### config.mk
export PLATFORM = sky130hd
export DESIGN_NAME = mips_bus_arbiter
export DESIGN_NICKNAME = d
export VERILOG_FILES = /design/src/rtl/mips_bus_pkg.sv /design/src/rtl/mips_bus_watchdog.sv /design/src/rtl/mips_bus_arbiter.sv
export SDC_FILE = /design/constraint.sdc
export NUM_CORES = 1
export LEC_CHECK = 0
export ABC_AREA = 1
export ABC_CLOCK_PERIOD_IN_PS = 1940
export BUFFER_PORTS_ARGS = -buffer_cell sky130_fd_sc_hd__buf_2
export CORE_AREA = 2 2 107 109
export CTS_CLUSTER_DIAMETER = 80
export DETAILED_ROUTE_END_ITERATION = 6
export DIE_AREA = 0 0 109 111
export PLACE_DENSITY_LB_ADDON = 0.05
export SYNTH_ARGS = -nofsm -noshare
export SYNTH_HDL_FRONTEND = slang
export SYNTH_SLANG_ARGS = --single-unit
### constraint.sdc
create_clock -name clk -period 1.94 [get_ports clk]
set_input_delay 0.582 -clock clk [delete_from_list [all_inputs] [get_ports clk]]
set_output_delay 0.582 -clock clk [all_outputs]
set_load 0.02 [all_outputs]
### src/rtl/mips_bus_pkg.sv
// Shared types and constants for the I/D memory bus arbiter.
package mips_bus_pkg;

    typedef enum logic [1:0] {
        IDLE   = 2'd0,
        BUSY_I = 2'd1,
        BUSY_D = 2'd2
    } arb_state_t;

    typedef enum logic {
        M_I = 1'b0,
        M_D = 1'b1
    } master_t;

    localparam logic [31:0] ABORT_DATA = 32'hDEADBEEF;
    localparam logic [3:0]  BE_FULL    = 4'b1111;

    // Round-robin pick among pending masters; on a tie the master that was not served last wins.
    function automatic arb_state_t arb_pick(input logic i_pend, input logic d_pend, input master_t last);
        arb_state_t pick;
        pick = IDLE;
        if (i_pend && d_pend) begin
            pick = (last == M_D) ? BUSY_I : BUSY_D;
        end else if (i_pend) begin
            pick = BUSY_I;
        end else if (d_pend) begin
            pick = BUSY_D;
        end
        return pick;
    endfunction

endpackage

### src/rtl/mips_bus_watchdog.sv
// Stall counter for one bus transaction; flags when the slave has stalled MAX_WAIT cycles.
module mips_bus_watchdog #(
    parameter int MAX_WAIT = 256
) (
    input  logic clk,
    input  logic reset,
    input  logic clear,
    input  logic tick,
    output logic expired
);
    localparam int CW = $clog2(MAX_WAIT + 1);
    localparam logic [CW-1:0] LIMIT = CW'(MAX_WAIT);

    logic [CW-1:0] count;

    // Count stall cycles, saturating at the limit so the flag stays asserted.
    always_ff @(posedge clk) begin
        if (reset || clear) begin
            count <= '0;
        end else if (tick && (count != LIMIT)) begin
            count <= count + 1'b1;
        end
    end

    assign expired = (count == LIMIT);

endmodule

### src/rtl/mips_bus_arbiter.sv
// Round-robin arbiter sharing one Avalon-style bus between the fetch (I) and data (D) ports.
//
//  state  | meaning
//  IDLE   | no owner, bus strobes low
//  BUSY_I | fetch port owns the bus until completion or abort
//  BUSY_D | data port owns the bus until completion or abort
module mips_bus_arbiter
    import mips_bus_pkg::*;
#(
    parameter int MAX_WAIT = 256,
    parameter int AW       = 32
) (
    input  logic          clk,
    input  logic          reset,
    input  logic [AW-1:0] i_address,
    input  logic          i_read,
    output logic          i_waitrequest,
    output logic [31:0]   i_readdata,
    input  logic [AW-1:0] d_address,
    input  logic          d_read,
    input  logic          d_write,
    input  logic [31:0]   d_writedata,
    input  logic [3:0]    d_byteenable,
    output logic          d_waitrequest,
    output logic [31:0]   d_readdata,
    output logic [AW-1:0] address,
    output logic          read,
    output logic          write,
    output logic [31:0]   writedata,
    output logic [3:0]    byteenable,
    input  logic          waitrequest,
    input  logic [31:0]   readdata,
    output logic [1:0]    grant,
    output logic          timeout_err
);
    arb_state_t state;
    arb_state_t state_next;
    master_t    last;
    logic       i_pend;
    logic       d_pend;
    logic       busy;
    logic       expired;
    logic       abort;
    logic       done;

    assign i_pend = i_read;
    assign d_pend = d_read | d_write;
    assign busy   = (state != IDLE);
    // A reset cycle never signals completion, even if the slave happens to release.
    assign abort  = busy && expired && !reset;
    assign done   = busy && !reset && (expired || !waitrequest);

    mips_bus_watchdog #(
        .MAX_WAIT (MAX_WAIT)
    ) u_watchdog (
        .clk     (clk),
        .reset   (reset),
        .clear   (!busy || done),
        .tick    (busy && waitrequest),
        .expired (expired)
    );

    // State, round-robin pointer and sticky timeout flag.
    always_ff @(posedge clk) begin
        if (reset) begin
            state       <= IDLE;
            last        <= M_D;
            timeout_err <= 1'b0;
        end else begin
            state <= state_next;
            if (done) begin
                last <= (state == BUSY_I) ? M_I : M_D;
            end
            if (abort) begin
                timeout_err <= 1'b1;
            end
        end
    end

    // Next owner: hand over straight to the other master on completion, idle after an abort.
    always_comb begin
        state_next = state;
        case (state)
            IDLE: begin
                state_next = arb_pick(i_pend, d_pend, last);
            end
            BUSY_I: begin
                if (abort) begin
                    state_next = IDLE;
                end else if (done) begin
                    state_next = d_pend ? BUSY_D : IDLE;
                end
            end
            BUSY_D: begin
                if (abort) begin
                    state_next = IDLE;
                end else if (done) begin
                    state_next = i_pend ? BUSY_I : IDLE;
                end
            end
            default: begin
                state_next = IDLE;
            end
        endcase
    end

    // Bus and master-side outputs muxed from the current owner.
    always_comb begin
        address       = '0;
        read          = 1'b0;
        write         = 1'b0;
        writedata     = '0;
        byteenable    = '0;
        grant         = 2'b00;
        i_waitrequest = 1'b1;
        d_waitrequest = 1'b1;
        i_readdata    = readdata;
        d_readdata    = readdata;
        case (state)
            BUSY_I: begin
                grant      = 2'b01;
                address    = i_address;
                read       = 1'b1;
                byteenable = BE_FULL;
                if (done) begin
                    i_waitrequest = 1'b0;
                    if (abort) begin
                        i_readdata = ABORT_DATA;
                    end
                end
            end
            BUSY_D: begin
                grant      = 2'b10;
                address    = d_address;
                write      = d_write;
                read       = d_read & ~d_write;
                writedata  = d_writedata;
                byteenable = d_byteenable;
                if (done) begin
                    d_waitrequest = 1'b0;
                    if (abort) begin
                        d_readdata = ABORT_DATA;
                    end
                end
            end
            default: begin
            end
        endcase
    end

endmodule
==> results of run 1 <==
==> sequential cells by signal, summed over array words and instances, names as in the netlist <==
name              count
state                 2
last                  1
u_watchdog.count      9
timeout_err           1
==> placed cells by master (no fill, tap or decap), types with 5 or more instances in the layout <==
cell,netlist,routed
a21oi_2,0,25
a21oi_4,0,8
buf_12,0,13
buf_2,6,140
buf_4,2,43
buf_6,6,131
buf_8,0,6
clkbuf_16,0,7
dfxtp_1,13,9
inv_1,80,35
inv_2,12,54
nand2_1,181,58
nand2_2,10,68
nand2_4,2,64
nand3_1,5,5
nor2_1,22,16
nor2_2,3,5
==> metrics by stage <==
step / setup TNS (ns) / instances
after floorplan: -1.45 / 405
after global placement: -9.82 / 842
after detailed placement: -10.22 / 842
after CTS: -27.71 / 868
after global routing: -35.37 / 871
final: -26.98 / 871
==> layer usage <==
metal	global-route usage [%]	vias up
li1	-	1815
met1	18.1	1669
met2	34.5	134
met3	2.12	18
met4	1.88	0
met5	0	-
==> kinds of logic (layout without fill, tap and decap cells) <==
group	after synthesis	in the layout	synth area share [%]
xor+xnor	3	3	1.32
flops	13	13	13.0
buf+inv	113	436	24.3
fa+ha+maj	6	6	3.76
simple gates	230	230	47.4
compound gates	40	40	10.2
==> final cells by class <==
class,instances,area (um2)
fillers,996,4980
repair buffers,340,3030
multi-input cells,279,2190
inverters,92,355
flip-flops and latches,13,265
well taps,143,179
clock buffers,3,75.1
clock inverters,1,5.00
==> cells in the mapped netlist (5+ instances only) <==
library cell	n	area (um2)
nand2_1	181	679
inv_1	80	300
a21oi_1	35	175
nor2_1	22	82.6
dfxtp_1	13	260
inv_2	12	45.0
nand2_2	10	62.6
buf_2	6	30.0
buf_6	6	67.6
clkbuf_1	6	22.5
ha_1	6	75.1
nand3_1	5	25.0
==> worst paths after layout <==
check                                            to  depth (start not counted)                start
worst max-delay path                 i_readdata[17]                         11  u_watchdog.count[1]
worst min-delay path                    timeout_err                          2          timeout_err
worst max register to register  u_watchdog.count[8]                         13  u_watchdog.count[1]
worst min register to register          timeout_err                          2          timeout_err
==> power by group <==
group          internal, mW  switching (mW)  leakage, nW
registers             0.298          0.0217        0.107
clock network         0.274           0.116       0.0409
logic                  2.31            2.59         3.27
total                  2.88            2.73         3.42
==> worst register-to-register path, cell delays in order (launching register included) <==
cell and delay, ns:
dfxtp_2 0.33, inv_2 0.04, ha_4 0.16, nand2_4 0.07
nor2_4 0.05, buf_4 0.12, buf_6 0.10, nand2_2 0.05
nand2_2 0.05, buf_4 0.12, buf_4 0.12, nor2_2 0.12
nand2_2 0.16, nor3b_2 0.17
==> repair_timing <==
| action | 4_1_cts | 5_1_grt |
|---|---|---|
| hold endpoints to repair | 0 | 0 |
| setup endpoints to repair | 136 | 136 |
| setup buffers | 13 | 8 |
| gates resized for setup | 260 | 253 |
| cloned | 9 | 4 |
| hold buffers | 0 | 0 |
| pin swaps | 11 | 29 |
==> flow_summary.yaml, run 1 <==
status:
  outcome: "finished with violations"
  violations: "setup timing"
route:
  drtAntennaViolNets: 0
  vias_per_cell: 4.17
  drc: 0
  wl_met2_mm: 6.74
  first_pass_iters: 4
  route.met3.wl_um: 672
  drt-met1-wl_mm: 4.47
  drt-initial-drc-count: 80
  top_layer: "met4"
  totalWireLength_mm: 12.1
  wl_per_cell_um: 13.9
  dr_total_vias: 3636
critical_path:
  path_class: "flop to primary output"
  startpoint_type: "flop"
  rrSetupSlack_ns: 0.20
  arrival_ns: 1.63
  critical_path_required_ns: 1.36
  crit_fanout: 7
  critPathSlowestCell: "dfxtp_2"
  crit_chain: "inv_2, ha_4, nand2_4, nor2_4, nand3_4, inv_6, nand2_8, buf_8, nand2_4, inv_2, buf_6"
  cp_slowest_stage_delay_ns: 0.32
  worst-path-buf-inv: 5
  path_delay_family: "buffers and inverters"
  endpoint_kind: "primary output"
timing:
  tightest_slew_ns: 0.409
  layout_min_cycle_time_ns: 2.21
  fin_hold_ws_ns: 0.448
  hold_viol: 0
  skew_ns: 0.00452
  fmax_mhz: 452
  slew_viol_final: 0
  setup_slack_ns: -0.273
  period_share_pct: 114
  rsz0062_at_grt: "true"
  slew_headroom_pct: 72.5
  setup_viol: 136
pwr:
  total_leakage_power_nw: 3.42
  p_total_mw: 5.61
  powerDensity_nw_per_um2: 919
  ir_worst_vdd_v: 0.000780
floorplan:
  ioPinCount: 277
  die_x_um: 109
  core_um2: 11100
  rows: 39
  die_h_um: 111
  initial_utilization_pct: 18.0
  dieArea_um2: 12100
clock_tree:
  cts_root_buffer: "clkbuf_16"
  ctsHtreeMaxLevel: 1
  cts_tree: "done"
  clock_latency_ns: 0.24
  clk_pin_slew_ns: 0.05
  cts.sinks: 13
  clk_path_buf_depth: 2
  cts_buffers: 3
yosys:
  synth_area_um2: 2000
  ys_types: 27
  yosysWarnings: 0
  async_flop_share_pct: 0
  synth-edff-count: 0
  synth_cells: 405
  synth-main-ff-cell: "dfxtp_1"
  syn_nets: 549
  synth.yosys.seq_area_share_pct: 13.0
  ys_seq_elements: 13
  synth.avg_cell_area_um2: 4.93
grt:
  grt_usage_pct: 16.8
  grt_pass1_vias: 3468
  antenna_found_initial: 0
  grt_pass1_wl_mm: 16.5
  grt_max_degree: 29
  grt_overflow: 0
worst_hold_path:
  hold_path_class: "flop to flop"
place:
  routabilityCongestion: 0.834
  dp_hpwl_mm: 8.22
  place_area_um2: 4120
  place_ws_ns: -0.185
  portBuffers: 276
finish:
  drive_gt1_share_pct: 81.2
  diodes: 0
  fin_area_um2: 6100
  area_delta_synth_final_pct: 206
  utilization_pct: 55.1
  fin_nets: 873
run:
  cap_violations: 0
(Power assumes the default switching activity.)
==> run 2: changes to the inputs <==
Settings changed: SETUP_SLACK_MARGIN set to 0.3.
==> run 2 against run 1 <==
  * Critical path type unchanged
  * Sequential power grew 3%
  * Sequential share of layout area is 0.49 points lower
  * Critical endpoint is now read
  * Highest routed layer unchanged
  * Worst hold slack got worse by 0.0060 ns
  * Worst setup slack improved by 0.0019 ns
  * Clock skew fell by 0.0039 ns
  * Count of clock-buffer cells in the layout rose by 1
  * Cell area rose by 15%
  * The run still ends with setup timing left
==> flow_summary.yaml, run 2 (synthesis results as in run 1) <==
clock_tree:
  clk_pin_slew_ns: 0.04
  cts.sinks: 13
  cts_root_buffer: "clkbuf_16"
  cts_buffers: 3
  clk_path_buf_depth: 2
  cts_tree: "done"
  ctsHtreeMaxLevel: 1
  clock_latency_ns: 0.24
route:
  vias_per_cell: 4.25
  wl_per_cell_um: 14.8
  drc: 0
  dr_total_vias: 3750
  totalWireLength_mm: 13.1
  drtAntennaViolNets: 0
  first_pass_iters: 4
  drt-initial-drc-count: 118
critical_path:
  reg2regPathDepth: 11
  rr_startpoint: "state[1]"
  critPathSlowestCell: "dfxtp_4"
  r2r_end: "last"
  endpoint_kind: "primary output"
  path_delay_family: "buffers and inverters"
  path_class: "flop to primary output"
  cp_slowest_stage_delay_ns: 0.35
  startpoint_type: "flop"
  crit_chain: "buf_6, ha_4, buf_6, buf_6, or2_4, nand2_8, nor2_4, buf_6"
  crit_fanout: 5
  critPathLaunch: "state[1]"
  critical_path_required_ns: 1.36
  crit_path_frequent_cell: "buf_6"
  rrSetupSlack_ns: 0.33
  arrival_ns: 1.63
  worst-path-buf-inv: 4
floorplan:
  initial_utilization_pct: 18.0
  ioPinCount: 277
  core_um2: 11100
  rows: 39
  dieArea_um2: 12100
  die_h_um: 111
  die_x_um: 109
worst_hold_path:
  whs_endpoint: "timeout_err"
  min_path_cells: 2
  hp-start: "timeout_err"
  hold_path_class: "flop to flop"
place:
  place_area_um2: 4580
  routabilityCongestion: 0.814
  dpl.cell_count: 830
  place_ws_ns: -0.156
  portBuffers: 276
  dp_hpwl_mm: 8.71
timing:
  slew_headroom_pct: 75.2
  layout_min_cycle_time_ns: 2.21
  setup_viol: 138
  hold_viol: 0
  period_share_pct: 114
  skew_ns: 0.000618
  final.setup.tns_ns: -26.41
  slew_viol_final: 0
  tightest_slew_ns: 0.369
  setup_slack_ns: -0.271
  fin_hold_ws_ns: 0.442
  fmax_mhz: 452
  rsz0062_at_grt: "true"
status:
  outcome: "finished with violations"
  violations: "setup timing"
finish:
  layout_commonest_cell: "buf_2"
  drive_gt1_share_pct: 84.6
  largestRegisters: "u_watchdog.count (9), state (2)"
  fin_cells: 882
  final_cell_mix: "139 x buf_2, 136 x buf_6, 128 x nand2_4"
  fin_area_um2: 7010
  diodes: 0
  top_register: "u_watchdog.count"
  area_delta_synth_final_pct: 251
  utilization_pct: 63.3
  fillers: 925
  fin_nets: 884
  largest_reg_flops: 9
pwr:
  p_switching_mw: 3.26
  seqPwrFrac_pct: 4.8
  p_total_mw: 6.95
  switching_share_pct: 46.9
  p_comb_share_pct: 89.7
  ir_worst_vdd_v: 0.000664
  internal_power_mw: 3.69
  powerDensity_nw_per_um2: 991
  clkPwrFrac_pct: 5.5
  total_leakage_power_nw: 3.87
run:
  cap_violations: 0
grt:
  antenna_found_initial: 0
  grt_pass1_vias: 3598
  grt_max_degree: 19
  grt_usage_pct: 18.7
  grt_pass1_wl_mm: 18.0
  grt_overflow: 0
run 2: layer usage:
metal	wire [um]	global-route usage (%)
met1	4590	20.3
met2	7370	37.1
met3	854	3.00
met4	238	3.50
met5	0	0
run 2: power groups by stage:
stage               sequential [mW]  combinational (mW)  clock [mW]
floorplan                     0.342                2.61           0
global placement              0.333                3.39           0
detailed placement            0.333                3.41           0
CTS                           0.331                5.22       0.400
global route                  0.333                6.57       0.411
finish                        0.331                6.23       0.386
run 2: worst min-delay path, stage by stage, from the launching register on:
cell     delay [ns]
dfxtp_1        0.32
nand2_1        0.05
nand2_1        0.05
run 2: repair_timing:
action	4_1_cts	5_1_grt
setup endpoints to repair	138	138
pin swaps	22	34
buffers inserted	22	5
cloned	14	7
resized for setup	276	204
hold buffers	0	0
run 2: cell type report:
cell class              instances  area [um2]  share of cell area (%)
multi-input cells             279        2740                    39.1
clock buffers                   4        78.8                    1.12
inverters                      92         380                    5.42
flip-flops and latches         13         270                    3.85
well taps                     143         179                    2.55
repair buffers                351        3360                    47.9
run 2: worst max path at each step:
stage	endpoint	cells past startpoint	slack [ns]
finish	read	8	-0.27
detailed placement	i_readdata[14]	9	-0.16
floorplan	byteenable[0]	6	0.06
CTS	i_readdata[14]	11	-0.29
global placement	i_readdata[4]	9	-0.13
global route	d_readdata[14]	11	-0.34
==> run 3: changes to the inputs <==
Settings changed: REMOVE_ABC_BUFFERS set to 1.
==> run 3 against run 2 <==
  * The run still ends with setup timing left
  * Clock power is 4% higher
  * First-iteration DRC count grew 24%
  * Fmax is 2.6% higher
  * Worst hold slack gained 0.0081 ns
  * Sequential power down 5%
  * Sequential share of layout area up 0.73 points
  * Combinational power is 17% lower
  * Die area stayed put
  * Cell count down 0.57%
  * Global-route usage is 0.69 points higher
  * Clock skew increased by 0.00052 ns
==> flow_summary.yaml, run 3 (synthesis results as in run 1) <==
timing:
  setup_viol: 136
  tightest_slew_ns: 0.403
  slew_viol_final: 0
  fin_hold_ws_ns: 0.451
  layout_min_cycle_time_ns: 2.16
  period_share_pct: 111
  slew_headroom_pct: 72.9
  skew_ns: 0.00114
  hold_viol: 0
  rsz0062_at_grt: "true"
  setup_slack_ns: -0.216
  fmax_mhz: 464
clock_tree:
  ctsHtreeMaxLevel: 1
  cts.sinks: 13
  clk_pin_slew_ns: 0.05
  clock_latency_ns: 0.24
  cts_hold_buf: 0
  cts_buffers: 3
  clk_path_buf_depth: 2
  cts_tree: "done"
  cts_root_buffer: "clkbuf_16"
critical_path:
  cp_slowest_stage_delay_ns: 0.33
  worst-path-buf-inv: 7
  crit_chain: "inv_2, buf_6, ha_4, buf_12, buf_12, clkbuf_16, nand2_4, inv_2, buf_6"
  crit_fanout: 6
  startpoint_type: "flop"
  path_class: "flop to primary output"
  path_delay_family: "buffers and inverters"
  critical_path_required_ns: 1.36
  arrival_ns: 1.57
  reg2regPathDepth: 10
  cp.depth: 9
  endpoint_kind: "primary output"
  critPathSlowestCell: "dfxtp_2"
finish:
  fillers: 1067
  largest_reg_flops: 9
  fin_nets: 877
  top_register: "u_watchdog.count"
  final_cell_mix: "141 x buf_2, 121 x nand2_1, 110 x buf_6"
  regArea_um2: 265
  multiInputGateArea_um2: 1950
  drive_gt1_share_pct: 71.3
  fin_cells: 877
  layout_commonest_cell: "buf_2"
  fin_area_um2: 5780
  area_delta_synth_final_pct: 190
  largestRegisters: "u_watchdog.count (9), state (2)"
route:
  drc: 0
  first_pass_iters: 4
  wl_per_cell_um: 15.2
  totalWireLength_mm: 13.4
  vias_per_cell: 4.27
  drt-initial-drc-count: 146
  drtAntennaViolNets: 0
  dr_total_vias: 3741
run:
  cap_violations: 0
floorplan:
  die_h_um: 111
  die_x_um: 109
  core_um2: 11100
  initial_utilization_pct: 18.0
  ioPinCount: 277
  dieArea_um2: 12100
  rows: 39
status:
  outcome: "finished with violations"
  violations: "setup timing"
worst_hold_path:
  hold_path_class: "flop to flop"
  min_path_cells: 2
place:
  dp_hpwl_mm: 9.38
  portBuffers: 276
  place_area_um2: 3750
  dpl.cell_count: 839
  routabilityCongestion: 0.849
  place_ws_ns: -0.258
pwr:
  powerDensity_nw_per_um2: 1020
  total_leakage_power_nw: 3.37
  ir_worst_vdd_v: 0.000566
grt:
  grt_max_degree: 17
  grt_usage_pct: 19.4
  antenna_found_initial: 5
  grt_pass1_vias: 3545
  grt_overflow: 0
  grt_pass1_wl_mm: 18.1
## run 3: cell types whose count changed in the layout (fill, tap and decap cells not counted), moves of 9 or more
cell     previous run  this run
nand2_1            37       121
nand2_4           128        45
buf_6             136       110
buf_4              41        64
a21oi_4            24         5
a21oi_2             9        25
buf_16             14         3
inv_4              12         2
inv_1              32        41
## run 3: final timing paths
check	endpoint	slack [ns]	from
worst min-delay path	timeout_err	0.45	timeout_err
worst max register to register	state[1]	0.36	state[0]
worst max-delay path	writedata[22]	-0.22	state[0]
worst min register to register	timeout_err	0.45	timeout_err
## run 3: metrics by stage
stage               utilization, %  power [mW]  TNS [ns]
CTS                           44.9        4.82    -24.67
detailed placement            33.9        3.19    -16.30
global route                  52.2        6.26    -32.33
global placement              33.9        3.20    -15.19
finish                        52.2        5.91    -22.52
floorplan                        -        1.80   -115.82
## run 3: cell type report
type	instances	area share, %
multi-input combinational	283	33.7
clock inverter	1	0.0865
timing repair buffer	340	50.9
tap	143	3.09
antenna	2	0.0865
clock buffer	3	1.30
inverter	92	6.27
sequential	13	4.59
## run 3: per-layer routing
layer	share of wire (%)	wire length [um]	GRT usage [%]
met4	2.1	274	4.02
met5	0.28	37	0
met1	35	4740	19.2
met2	53	7040	37.4
met3	9.5	1270	7.17
## run 3: what timing repair did
item                                    4_1_cts  5_1_grt
gates cloned                                  7        4
endpoints found under the setup margin      138      138
buffers inserted                             10       11
pin swaps                                    24       32
gates resized for setup                     293      181
## run 3: report_power, final
part           internal, mW  switching (mW)
sequential            0.298          0.0180
combinational          2.54            2.65
clock                 0.275           0.126
## run 3: worst register-to-register path, stage by stage (launching register included)
cell	delay, ns
dfxtp_2	0.32
buf_4	0.14
ha_4	0.18
buf_12	0.14
or2_4	0.26
buf_4	0.13
buf_4	0.13
nand2_2	0.05
nand2_1	0.05
inv_1	0.05
nor2_1	0.03
